**src/rtl/pc_seq_pkg.sv**
```systemverilog
`default_nettype none
// ============================================================================
// Module   : pc_seq_pkg
// Purpose  : Shared definitions for the TRISC program-counter sequencer:
//            next-PC operation codes and the controller state encoding.
// Revision : 1.0 - initial release
// ============================================================================
package pc_seq_pkg;

    // Next-PC operation codes presented by the decoder during EXEC.
    // Codes 6 and 7 are reserved and execute as OP_NEXT.
    localparam logic [2:0] OP_NEXT   = 3'd0;
    localparam logic [2:0] OP_JUMP   = 3'd1;
    localparam logic [2:0] OP_BRANCH = 3'd2;
    localparam logic [2:0] OP_CALL   = 3'd3;
    localparam logic [2:0] OP_RET    = 3'd4;
    localparam logic [2:0] OP_HALT   = 3'd5;

    typedef enum logic [1:0] {
        ST_IDLE   = 2'd0,
        ST_FETCH  = 2'd1,
        ST_EXEC   = 2'd2,
        ST_HALTED = 2'd3
    } state_t;

endpackage : pc_seq_pkg
`default_nettype wire

```
**src/rtl/ret_stack.sv**
```systemverilog
`default_nettype none
// ============================================================================
// Module   : ret_stack
// Purpose  : Return-address LIFO, N bits wide and DEPTH entries deep.
//            The top entry is presented combinationally on dout so a pop
//            consumes it in the same cycle; the stack pointer moves on the
//            rising edge. Push and pop are never requested together.
// Ports    : clk   - system clock
//            clear - asynchronous active-low reset (empties the stack)
//            push  - write din above the current top
//            pop   - discard the current top
//            din   - value to push
//            dout  - current top entry (undefined when empty)
//            full  - DEPTH entries held
//            empty - no entries held
// Revision : 1.0 - initial release
// ============================================================================
module ret_stack #(
    parameter int N     = 4,
    parameter int DEPTH = 4
) (
    input  logic         clk,
    input  logic         clear,
    input  logic         push,
    input  logic         pop,
    input  logic [N-1:0] din,
    output logic [N-1:0] dout,
    output logic         full,
    output logic         empty
);

    localparam int AW = $clog2(DEPTH);

    logic [N-1:0]  r_mem [DEPTH];
    // One extra bit so that "full" (sp == DEPTH) is representable.
    logic [AW:0]   r_sp;
    logic [AW-1:0] w_wr_idx;
    logic [AW-1:0] w_rd_idx;

    // DEPTH is a power of two, so the low AW bits of sp address the next
    // free slot and wrap to 0 exactly when the stack is full; the top entry
    // is always one slot below.
    assign w_wr_idx = r_sp[AW-1:0];
    assign w_rd_idx = w_wr_idx - AW'(1);

    assign full  = (r_sp == (AW+1)'(DEPTH));
    assign empty = (r_sp == '0);
    assign dout  = r_mem[w_rd_idx];

    always_ff @(posedge clk or negedge clear) begin
        if (!clear) begin
            r_sp <= '0;
        end else if (push && !full) begin
            r_sp <= r_sp + (AW+1)'(1);
        end else if (pop && !empty) begin
            r_sp <= r_sp - (AW+1)'(1);
        end
    end

    // Storage needs no reset: a cleared pointer makes old contents invisible.
    always_ff @(posedge clk) begin
        if (push && !full) begin
            r_mem[w_wr_idx] <= din;
        end
    end

endmodule : ret_stack
`default_nettype wire

```
**src/rtl/pc_sequencer.sv**
```systemverilog
`default_nettype none
// ============================================================================
// Module   : pc_sequencer
// Purpose  : Program-counter controller for the TRISC core. Steps through
//            IDLE -> FETCH -> EXEC (-> FETCH ...) and computes the next PC:
//            increment, jump, conditional branch, call/return through an
//            internal return-address stack, and halt.
// Ports    : clk       - system clock, rising edge
//            clear     - asynchronous active-low reset
//            start     - begin execution at PC 0 (sampled in IDLE only)
//            stall     - hold EXEC, no PC or stack change
//            op        - next-PC operation (valid in EXEC)
//            cond      - branch condition (valid with op)
//            target    - jump/branch/call destination (valid with op)
//            pc        - current program counter
//            fetch     - one-cycle strobe, instruction memory reads at pc
//            busy      - in FETCH or EXEC
//            halted    - in HALTED
//            stack_err - sticky stack overflow/underflow flag
// Revision : 1.0 - initial release
// ============================================================================
module pc_sequencer
    import pc_seq_pkg::*;
#(
    parameter int N     = 4,
    parameter int DEPTH = 4
) (
    input  logic         clk,
    input  logic         clear,
    input  logic         start,
    input  logic         stall,
    input  logic [2:0]   op,
    input  logic         cond,
    input  logic [N-1:0] target,
    output logic [N-1:0] pc,
    output logic         fetch,
    output logic         busy,
    output logic         halted,
    output logic         stack_err
);

    state_t       r_state;
    logic [N-1:0] r_pc;
    logic         r_fetch;
    logic         r_stack_err;

    logic [N-1:0] w_pc_inc;
    logic         w_exec;
    logic         w_push;
    logic         w_pop;
    logic [N-1:0] w_top;
    logic         w_full;
    logic         w_empty;

    // Natural N-bit truncation gives the modulo-2^N increment.
    assign w_pc_inc = r_pc + N'(1);
    assign w_exec   = (r_state == ST_EXEC) && !stall;
    // Stack strobes are gated by full/empty so an erroring CALL/RET leaves
    // the stack untouched.
    assign w_push   = w_exec && (op == OP_CALL) && !w_full;
    assign w_pop    = w_exec && (op == OP_RET)  && !w_empty;

    ret_stack #(
        .N     (N),
        .DEPTH (DEPTH)
    ) u_ret_stack (
        .clk   (clk),
        .clear (clear),
        .push  (w_push),
        .pop   (w_pop),
        .din   (w_pc_inc),
        .dout  (w_top),
        .full  (w_full),
        .empty (w_empty)
    );

    always_ff @(posedge clk or negedge clear) begin
        if (!clear) begin
            r_state     <= ST_IDLE;
            r_pc        <= '0;
            r_fetch     <= 1'b0;
            r_stack_err <= 1'b0;
        end else begin
            // fetch is raised only on the edge that enters FETCH.
            r_fetch <= 1'b0;
            case (r_state)
                ST_IDLE: begin
                    if (start) begin
                        r_state <= ST_FETCH;
                        r_pc    <= '0;
                        r_fetch <= 1'b1;
                    end
                end

                ST_FETCH: begin
                    r_state <= ST_EXEC;
                end

                ST_EXEC: begin
                    if (!stall) begin
                        r_state <= ST_FETCH;
                        r_fetch <= 1'b1;
                        case (op)
                            OP_JUMP: begin
                                r_pc <= target;
                            end
                            OP_BRANCH: begin
                                r_pc <= cond ? target : w_pc_inc;
                            end
                            OP_CALL: begin
                                if (w_full) begin
                                    r_stack_err <= 1'b1;
                                    r_state     <= ST_HALTED;
                                    r_fetch     <= 1'b0;
                                end else begin
                                    r_pc <= target;
                                end
                            end
                            OP_RET: begin
                                if (w_empty) begin
                                    r_stack_err <= 1'b1;
                                    r_state     <= ST_HALTED;
                                    r_fetch     <= 1'b0;
                                end else begin
                                    r_pc <= w_top;
                                end
                            end
                            OP_HALT: begin
                                r_state <= ST_HALTED;
                                r_fetch <= 1'b0;
                            end
                            default: begin
                                // OP_NEXT and the reserved codes
                                r_pc <= w_pc_inc;
                            end
                        endcase
                    end
                end

                ST_HALTED: begin
                    r_state <= ST_HALTED;
                end

                default: begin
                    r_state <= ST_IDLE;
                end
            endcase
        end
    end

    assign pc        = r_pc;
    assign fetch     = r_fetch;
    assign stack_err = r_stack_err;
    assign busy      = (r_state == ST_FETCH) || (r_state == ST_EXEC);
    assign halted    = (r_state == ST_HALTED);

endmodule : pc_sequencer
`default_nettype wire
```
**config.mk**
```make
export PLATFORM = sky130hd
export DESIGN_NAME = pc_sequencer
export DESIGN_NICKNAME = d
export VERILOG_FILES = /design/src/rtl/pc_seq_pkg.sv /design/src/rtl/ret_stack.sv /design/src/rtl/pc_sequencer.sv
export SDC_FILE = /design/constraint.sdc
export NUM_CORES = 1
export LEC_CHECK = 0
export ABC_AREA = 0
export BUFFER_PORTS_ARGS = -buffer_cell sky130_fd_sc_hd__buf_2
export CORE_AREA = 10 10 65 67
export CTS_CLUSTER_DIAMETER = 60
export CTS_CLUSTER_SIZE = 24
export DETAILED_ROUTE_END_ITERATION = 6
export DIE_AREA = 0 0 75 77
export PLACE_DENSITY_LB_ADDON = 0.08
export SYNTH_ARGS = -nofsm -noshare
export SYNTH_HDL_FRONTEND = slang
export SYNTH_HIERARCHICAL = 1
export SYNTH_SLANG_ARGS = --single-unit
```
**constraint.sdc**
```tcl
create_clock -name clk -period 2.8 [get_ports clk]
set_input_delay 0.14 -clock clk [delete_from_list [all_inputs] [get_ports clk]]
set_output_delay 0.14 -clock clk [all_outputs]
set_load 0.01 [all_outputs]
```
After elaboration in Yosys (flattened, before gate mapping):

Memory sizes are Yosys's and may differ from the RTL's.
Index checks and enable logic that the tools add are counted.

* output and inout bits: 8
* bits in writable memories: 16
* register bits: 11
* input port bits: 12
* logic and storage cells: 72
* memories: 1

* bitwise operators: 1
* reduce and logical (&&, ||, !) cells: 19
* eq/ne operators: 16
* mux-type cells: 26
* add/sub/neg operators: 4

Memories
* u_ret_stack.r_mem: depth 4, width 4, rd ports 1, clocked after Yosys merged registers in 0, write ports 1, line ret_stack.sv:34 `logic [N-1:0] r_mem [DEPTH];`

Operators with widths (count)
* 4-bit 2-to-1 mux: 5
* 4-bit one-hot mux with 5 select lines: 1
* 3-bit equality test (second input constant): 3
* 1-bit 2-to-1 mux: 8
* 2-bit 2-to-1 mux: 4
* 2-bit one-hot mux with 4 select lines: 1
* 4-bit one-hot mux with 2 select lines: 1
* 1-bit logical AND: 7
* 3-bit by 2-bit equality test with 1-bit output (second input constant): 2
* 3-bit 2-to-1 mux: 2
* 2-bit != test (second input constant): 3
* 3-bit != test (second input constant): 2
* 2-bit one-hot mux with 3 select lines: 1
* 6-bit AND reduction: 1
* 2-bit nonzero test: 3
* 5-bit AND reduction: 1
* 4-bit by 1-bit adder with 4-bit output (second input constant): 1
* 2-bit equality test (second input constant): 2
* 2-bit by 1-bit != test with 1-bit output (second input constant): 2
* 1-bit one-hot mux with 2 select lines: 2
* 3-bit by 1-bit adder with 3-bit output (second input constant): 1
* 3-bit by 1-bit equality test with 1-bit output (second input constant): 1
* 1-bit zero test: 3
* 3-bit zero test: 1
* other kinds (8): 8

Logic depth before layout (Yosys ltp):

Gate-level depths: netlist of run 1.

* depth after elaboration: 7
* depth in mapped cells: 12
* depth with buffers taken out: 11

Cells and area by module:

The synthesis of run 1 kept the hierarchy.

By module, submodules not included
* ret_stack: sequential area each 555.5 um2, area each 870.8 um2, cells an instance 51, instances 1
* pc_sequencer: sequential area each 200.2 um2, area each 593.1 um2, cells an instance 65, instances 1

Worst setup path before layout of run 1:

Ideal clock, no wire load.

* path type: register to register
* start: reg u_ret_stack.r_sp[0]
* end: reg u_ret_stack.r_sp[2]
* stages on the path, launching flop included: 13
* path buffers: 1
* data required time: 2.696 ns
* clock period less this slack: 2.668 ns
* arrival time: 2.565 ns
* setup time: 0.104 ns
* path slack: 0.132 ns
* cells stage by stage: dfrtp_1 buf_2 inv_1 ha_1 nand2_1 inv_1 nor4_1 a21boi_2 inv_1 fa_1 and2b_1 xnor2_1 a221oi_1

* cells in the longest elaborated chain, start to end: 5
* elaborated cells between the ends (all ways): 13
* those cells by class: 2 x add/sub; 1 x eq/ne; 2 x mux; 8 x reduce/logical

Ends and longest elaborated chain
* from (decl): line ret_stack.sv:36 `logic [AW:0] r_sp;`
* from (signal assigned): line ret_stack.sv:54 `r_sp <= r_sp + (AW+1)'(1);`
* from (signal assigned): line ret_stack.sv:56 `r_sp <= r_sp - (AW+1)'(1);`
* 3-bit equality test *: line ret_stack.sv:46 `assign full = (r_sp == (AW+1)'(DEPTH));`
* named net w_full: line pc_sequencer.sv:52 `logic w_full;`
* 1-bit zero test *: line pc_sequencer.sv:60 `assign w_push = w_exec && (op == OP_CALL) && !w_full;`
* 1-bit logical AND *: line pc_sequencer.sv:60
* named net w_push: line pc_sequencer.sv:49 `logic w_push;`
* 1-bit logical AND *: line ret_stack.sv:53 `end else if (push && !full) begin`
* 3-bit 2-to-1 mux / 2-bit nonzero test (equally long branches)

The timed path passes the listed nets; every way through them passes the cells marked *. The select of a mux whose other input is x is not followed.
A chain may end at the register's enable or synchronous reset.

Worst setup path after layout of run 1:

* start: reg u_ret_stack.r_sp[1]
* end: reg u_ret_stack.r_sp[2]

The elaborated chain is that of the path after synthesis.

==> flow_metrics.py, run 1 <==
metrics = {
    "worst_setup_path": {
        "rr_endpoint": "u_ret_stack/r_sp[2]$_DFFE_PN0P_",
        "slowest_delay_ns": 0.43,
        "worstPathArrival_ns": 2.84,
        "crit_path_end": "u_ret_stack/r_sp[2]$_DFFE_PN0P_",
        "cp-end-kind": "flop",
        "critPathLaunch": "u_ret_stack/r_sp[1]$_DFFE_PN0P_",
        "rr_startpoint": "u_ret_stack/r_sp[1]$_DFFE_PN0P_",
        "cp_slowest_cell": "dfrtp_2",
        "startpoint_type": "flop",
        "path_cells": "inv_1, ha_2, nand2_1, inv_1, nor4_2, a21boi_4, inv_1, fa_1, and2b_1, xnor2_1, a221oi_1",
        "worstSetupPathType": "reg2reg",
        "path_common_cell": "inv_1",
        "reg2reg_setup_slack_ns": 0.21,
        "crit_fanout": 5,
        "required_ns": 3.05,
        "reg2reg_depth": 11,
    },
    "synthesis": {
        "ys.flop_type": "edfxtp_1",
        "ys_ff_latch": 27,
        "seq_area_frac_synth_pct": 51.6,
        "synthArstFlopShare_pct": 40.7,
        "yosysTopAreaCellShare_pct": 32.8,
        "synth_warnings": 6,
        "synthCells": 116,
        "syn-num-nets": 138,
        "syn_area_sq_um": 1460,
        "synthTopCellsByArea": "edfxtp_1, dfrtp_1, ha_1",
        "syn_area_per_cell_sq_um": 12.6,
        "synth_top_cell_by_area": "edfxtp_1",
        "synthDistinctLibCells": 41,
        "synth-edff-count": 16,
    },
    "floorplan": {
        "die_w_microns": 75,
        "start_util_pct": 49.2,
        "die_y_microns": 77,
        "ios": 20,
        "die-area_sq_um": 5780,
        "rows": 20,
        "core-area_sq_um": 2980,
    },
    "timing": {
        "period_needed_ns": 2.59,
        "clock.fmax_mhz": 386,
        "finalWorstSetupSlack_ns": 0.207,
        "timing.final.hold_violations": 0,
        "skew_ns": 0.00293,
        "worst_pin_slew_ns": 0.420,
        "finalSetupViolCount": 0,
        "tns_ns": 0,
        "post-route-period-util_pct": 92.6,
        "holdWs_ns": 0.0372,
        "drv_slew": 0,
        "slew_headroom_pct": 71.8,
    },
    "min_path": {
        "hold_class": "in2reg",
    },
    "place": {
        "io_buffers": 19,
        "pre_cts_ws_ns": 0.111,
        "dp.cells": 168,
        "place.gp.congestion": 0.814,
        "dp_hpwl_microns": 2230,
        "place_area_sq_um": 1600,
    },
    "clock_network": {
        "cts.sinks": 27,
        "max-clock-path-buffers": 2,
        "clkTransAtPathRegs_ns": 0.16,
        "insertion_delay_ns": 0.33,
        "clock_tree.root_cell": "clkbuf_4",
        "cts.htree.levels": 1,
        "cts_inserted_buffers": 3,
        "cts_tree": "built",
    },
    "route": {
        "vias": 984,
        "viasPerCell": 5.66,
        "wl_microns": 2960,
        "first_pass_iters": 4,
        "drcViolationCount": 0,
        "drtIter0Drc": 88,
        "routedWlPerCell_microns": 17.0,
        "ant_nets": 0,
    },
    "finish": {
        "syn_to_final_growth_pct": 14.0,
        "stdcell_count": 174,
        "drive_above_1_share_pct": 29.1,
        "n_antenna_cell": 0,
        "fin_util_pct": 56.1,
        "nets": 164,
        "mostFrequentLayoutCells": "buf_2, edfxtp_1, inv_1",
        "finish.instance_area_sq_um": 1670,
        "final_common_cell": "buf_2",
    },
    "job": {
        "drv_cap": 0,
    },
    "run_status": {
        "status": "finished, final reports clean",
    },
    "global_routing": {
        "grtUsageTotal_pct": 11.0,
        "antenna_found_initial": 0,
        "grt_overflow": 0,
        "grt_max_degree": 18,
        "grt_pass1_vias": 1042,
        "grt_pass1_wl_microns": 4980,
    },
    "pwr": {
        "vdd_drop_max_mv": 0.381,
        "p_total_mw": 1.53,
        "power_leakage_nw": 0.689,
        "power_per_cell_area_nw_per_um2": 918,
    },
}
layer usage:
layer | GRT usage, % | vias to the layer above | routed length, microns
li1 | - | 482 | -
met1 | 14.0 | 487 | 1330
met2 | 18.1 | 13 | 1530
met3 | 2.06 | 2 | 71
met4 | 3.41 | 0 | 18
met5 | 0 | - | 0
flip-flops by register name, indices dropped and copies added, names as in the netlist:
register / flops
u_ret_stack/r_sp: 3
pc: 4
stack_err: 1
r_state: 2
u_ret_stack/r_mem: 16
fetch: 1
power by group:
group	leakage [nW]	switching, mW	internal [mW]	total [mW]
logic	0.393	0.377	0.328	0.704
registers	0.277	0.0875	0.553	0.641
clock network	0.0183	0.129	0.0583	0.188
kinds of logic after synthesis:
family	after synthesis	synth area share, %
muxes	5	7.18
xor gates and xnor gates	4	2.39
buffers and inverters	12	3.16
and+or+nand+nor	32	12.1
AOI/OAI and AO/OA	26	14.4
adders and majority gates	10	9.06
DFF	27	51.6
cell usage after synthesis (2+ instances only):
cell type  number
or2_2           2
nor2_1          6
inv_1          11
and2_1          3
a21oi_1         4
dfrtp_1        11
ha_1            9
o21ai_0         3
a22oi_1         2
nand2_1         8
a221oi_1        3
a21boi_0        2
edfxtp_1       16
nand2b_1        4
xnor2_1         3
mux4_2          4
worst min path at each step:
stage	startpoint	endpoint	slack [ns]	cells after the start
after global routing	start	fetch$_DFF_PN0_	0.05	3
after CTS	start	fetch$_DFF_PN0_	0.03	3
after global placement	clear	pc[2]$_DFFE_PN0P_	0.04	1
after floorplan	clear	fetch$_DFF_PN0_	-0.16	0
final	start	fetch$_DFF_PN0_	0.04	3
after detailed placement	clear	u_ret_stack/r_sp[0]$_DFFE_PN0P_	0.04	1
area by class of cell:
cell class              instances  area [sq um]
flip-flops and latches         27           757
repair buffers                 22           120
fillers                       267          1310
well taps                      33          41.3
multi-input cells              77           678
inverters                      11          41.3
clock buffers                   3          22.5
clock inverters                 1          8.76
worst max-delay path, delay by kind of cell (launching register included):
| family | cells | cell delay, ns |
|---|---|---|
| and+or+nand+nor | 3 | 0.67 |
| adders and majority gates | 2 | 0.63 |
| AOI/OAI and AO/OA | 2 | 0.52 |
| DFF | 1 | 0.43 |
| buffers and inverters | 3 | 0.20 |
| xor gates and xnor gates | 1 | 0.07 |
what timing repair did:
action	CTS	global route
hold buffers	1	0
endpoints found under the hold margin	11	0
setup buffers	0	1
setup endpoints to repair	0	1
resized for setup	0	4
Note: power is estimated with default switching activity, not from simulation.
==> run 2, diff against run 1 <==
- CORE_AREA: 10 10 65 67 -> 10 10 66 68
- DIE_AREA: 0 0 75 77 -> 0 0 76 78
==> flow_metrics.py, run 2 (synthesis results as in run 1) <==
metrics = {
    "worst_setup_path": {
        "path_buf_inv": 3,
        "cp-end-kind": "flop",
        "required_ns": 3.04,
        "path_cells": "inv_1, ha_1, nand2_1, inv_1, nor4_2, a21boi_2, inv_1, fa_1, and2b_1, xnor2_1, a221oi_1",
        "worstSetupPathType": "reg2reg",
        "slowest_delay_ns": 0.43,
        "startpoint_type": "flop",
        "cp_slowest_cell": "dfrtp_2",
        "worstPathArrival_ns": 2.81,
        "path_common_cell": "inv_1",
        "crit_family": "adder cells",
        "crit_fanout": 5,
    },
    "global_routing": {
        "antenna_found_initial": 0,
        "grt_overflow": 0,
        "grtUsageTotal_pct": 9.84,
        "grt_max_degree": 18,
        "grt_pass1_vias": 1037,
        "grt_pass1_wl_microns": 4880,
    },
    "place": {
        "dp_hpwl_microns": 2280,
        "dp.cells": 181,
        "io_buffers": 19,
        "pre_cts_ws_ns": 0.0990,
        "place.gp.congestion": 0.816,
        "place_area_sq_um": 1620,
    },
    "clock_network": {
        "max-clock-path-buffers": 2,
        "insertion_delay_ns": 0.32,
        "clkTransAtPathRegs_ns": 0.16,
        "clock_tree.root_cell": "clkbuf_4",
        "cts.htree.levels": 1,
        "cts.sinks": 27,
        "cts_tree": "built",
        "cts_inserted_buffers": 3,
    },
    "floorplan": {
        "start_util_pct": 46.0,
        "core-area_sq_um": 3180,
        "ios": 20,
        "die-area_sq_um": 5930,
        "die_y_microns": 78,
        "rows": 21,
        "die_w_microns": 76,
    },
    "timing": {
        "drv_slew": 0,
        "worst_pin_slew_ns": 0.442,
        "post-route-period-util_pct": 91.8,
        "clock.fmax_mhz": 389,
        "timing.final.hold_violations": 0,
        "finalWorstSetupSlack_ns": 0.230,
        "tns_ns": 0,
        "holdWs_ns": 0.0408,
        "skew_ns": 0.00222,
        "slew_headroom_pct": 70.3,
        "finalSetupViolCount": 0,
        "period_needed_ns": 2.57,
        "rsz0062_at_grt": "false",
    },
    "pwr": {
        "p_int_uw": 935,
        "power_per_cell_area_nw_per_um2": 899,
        "power_leakage_nw": 0.700,
        "comb_power_share_pct": 45.8,
        "p_total_mw": 1.52,
        "switchingPower_uw": 585,
        "seqPwrFrac_pct": 42.1,
        "vdd_drop_max_mv": 0.418,
        "clkPwrFrac_pct": 12.0,
        "switching_share_pct": 38.5,
    },
    "route": {
        "drcViolationCount": 0,
        "viasPerCell": 5.24,
        "wl_microns": 2940,
        "vias": 990,
        "drtIter0Drc": 159,
        "ant_nets": 0,
        "first_pass_iters": 4,
        "routedWlPerCell_microns": 15.6,
    },
    "finish": {
        "final_common_cell": "buf_2",
        "largest_register_ffs": 16,
        "stdcell_count": 189,
        "mostFrequentLayoutCells": "buf_2, edfxtp_1, inv_1",
        "regMostFlops": "u_ret_stack/r_mem",
        "drive_above_1_share_pct": 29.4,
        "n_antenna_cell": 0,
        "nets": 166,
        "syn_to_final_growth_pct": 15.5,
        "finish.instance_area_sq_um": 1690,
        "fin_util_pct": 53.2,
    },
    "job": {
        "drv_cap": 0,
    },
    "run_status": {
        "status": "finished, final reports clean",
    },
    "min_path": {
        "hold_class": "in2reg",
    },
}
-- run 2: tightest hold or removal path, cell delays in order --
cell     delay [ns]
buf_2          0.08
nand2_1        0.05
o21ai_0        0.06
-- run 2: cell type report --
cell class	instances	area [sq um]
fillers	286	1490
well taps	46	57.6
flip-flops and latches	27	757
inverters	11	41.3
clock inverters	1	8.76
repair buffers	24	135
clock buffers	3	22.5
multi-input cells	77	668
-- run 2: what timing repair did --
item | 4_1_cts | 5_1_grt
hold buffers | 1 | 0
hold endpoints to repair | 11 | 0
gates resized for setup | 0 | 2
setup endpoints to repair | 0 | 1
buffers inserted | 0 | 3
-- run 2: power by group through the flow --
| stage | registers [mW] | logic (mW) | clock network, mW |
|---|---|---|---|
| 2_1_floorplan | 0.655 | 0.468 | 0 |
| 3_3_place_gp | 0.643 | 0.673 | 0 |
| 3_5_place_dp | 0.650 | 0.690 | 0 |
| 4_1_cts | 0.641 | 0.697 | 0.189 |
| 5_1_grt | 0.654 | 0.783 | 0.207 |
| 6_report | 0.640 | 0.696 | 0.183 |
-- run 2: final timing paths --
path	startpoint	end	slack [ns]	cells after the start
max in group asynchronous	clear	u_ret_stack/r_sp[1]$_DFFE_PN0P_	2.37	2
max	u_ret_stack/r_sp[1]$_DFFE_PN0P_	u_ret_stack/r_sp[2]$_DFFE_PN0P_	0.23	11
min	start	fetch$_DFF_PN0_	0.04	3
min in group asynchronous	clear	pc[2]$_DFFE_PN0P_	0.19	2
max reg2reg	u_ret_stack/r_sp[1]$_DFFE_PN0P_	u_ret_stack/r_sp[2]$_DFFE_PN0P_	0.23	11
min reg2reg	stack_err$_DFFE_PN0P_	stack_err$_DFFE_PN0P_	0.51	1
-- run 2: metal layers --
layer	wire length (microns)	GRT usage, %	up-vias
met3	69	2.07	4
li1	-	-	486
met4	51	3.03	0
met2	1480	17.0	11
met5	0	0	-
met1	1340	12.0	489
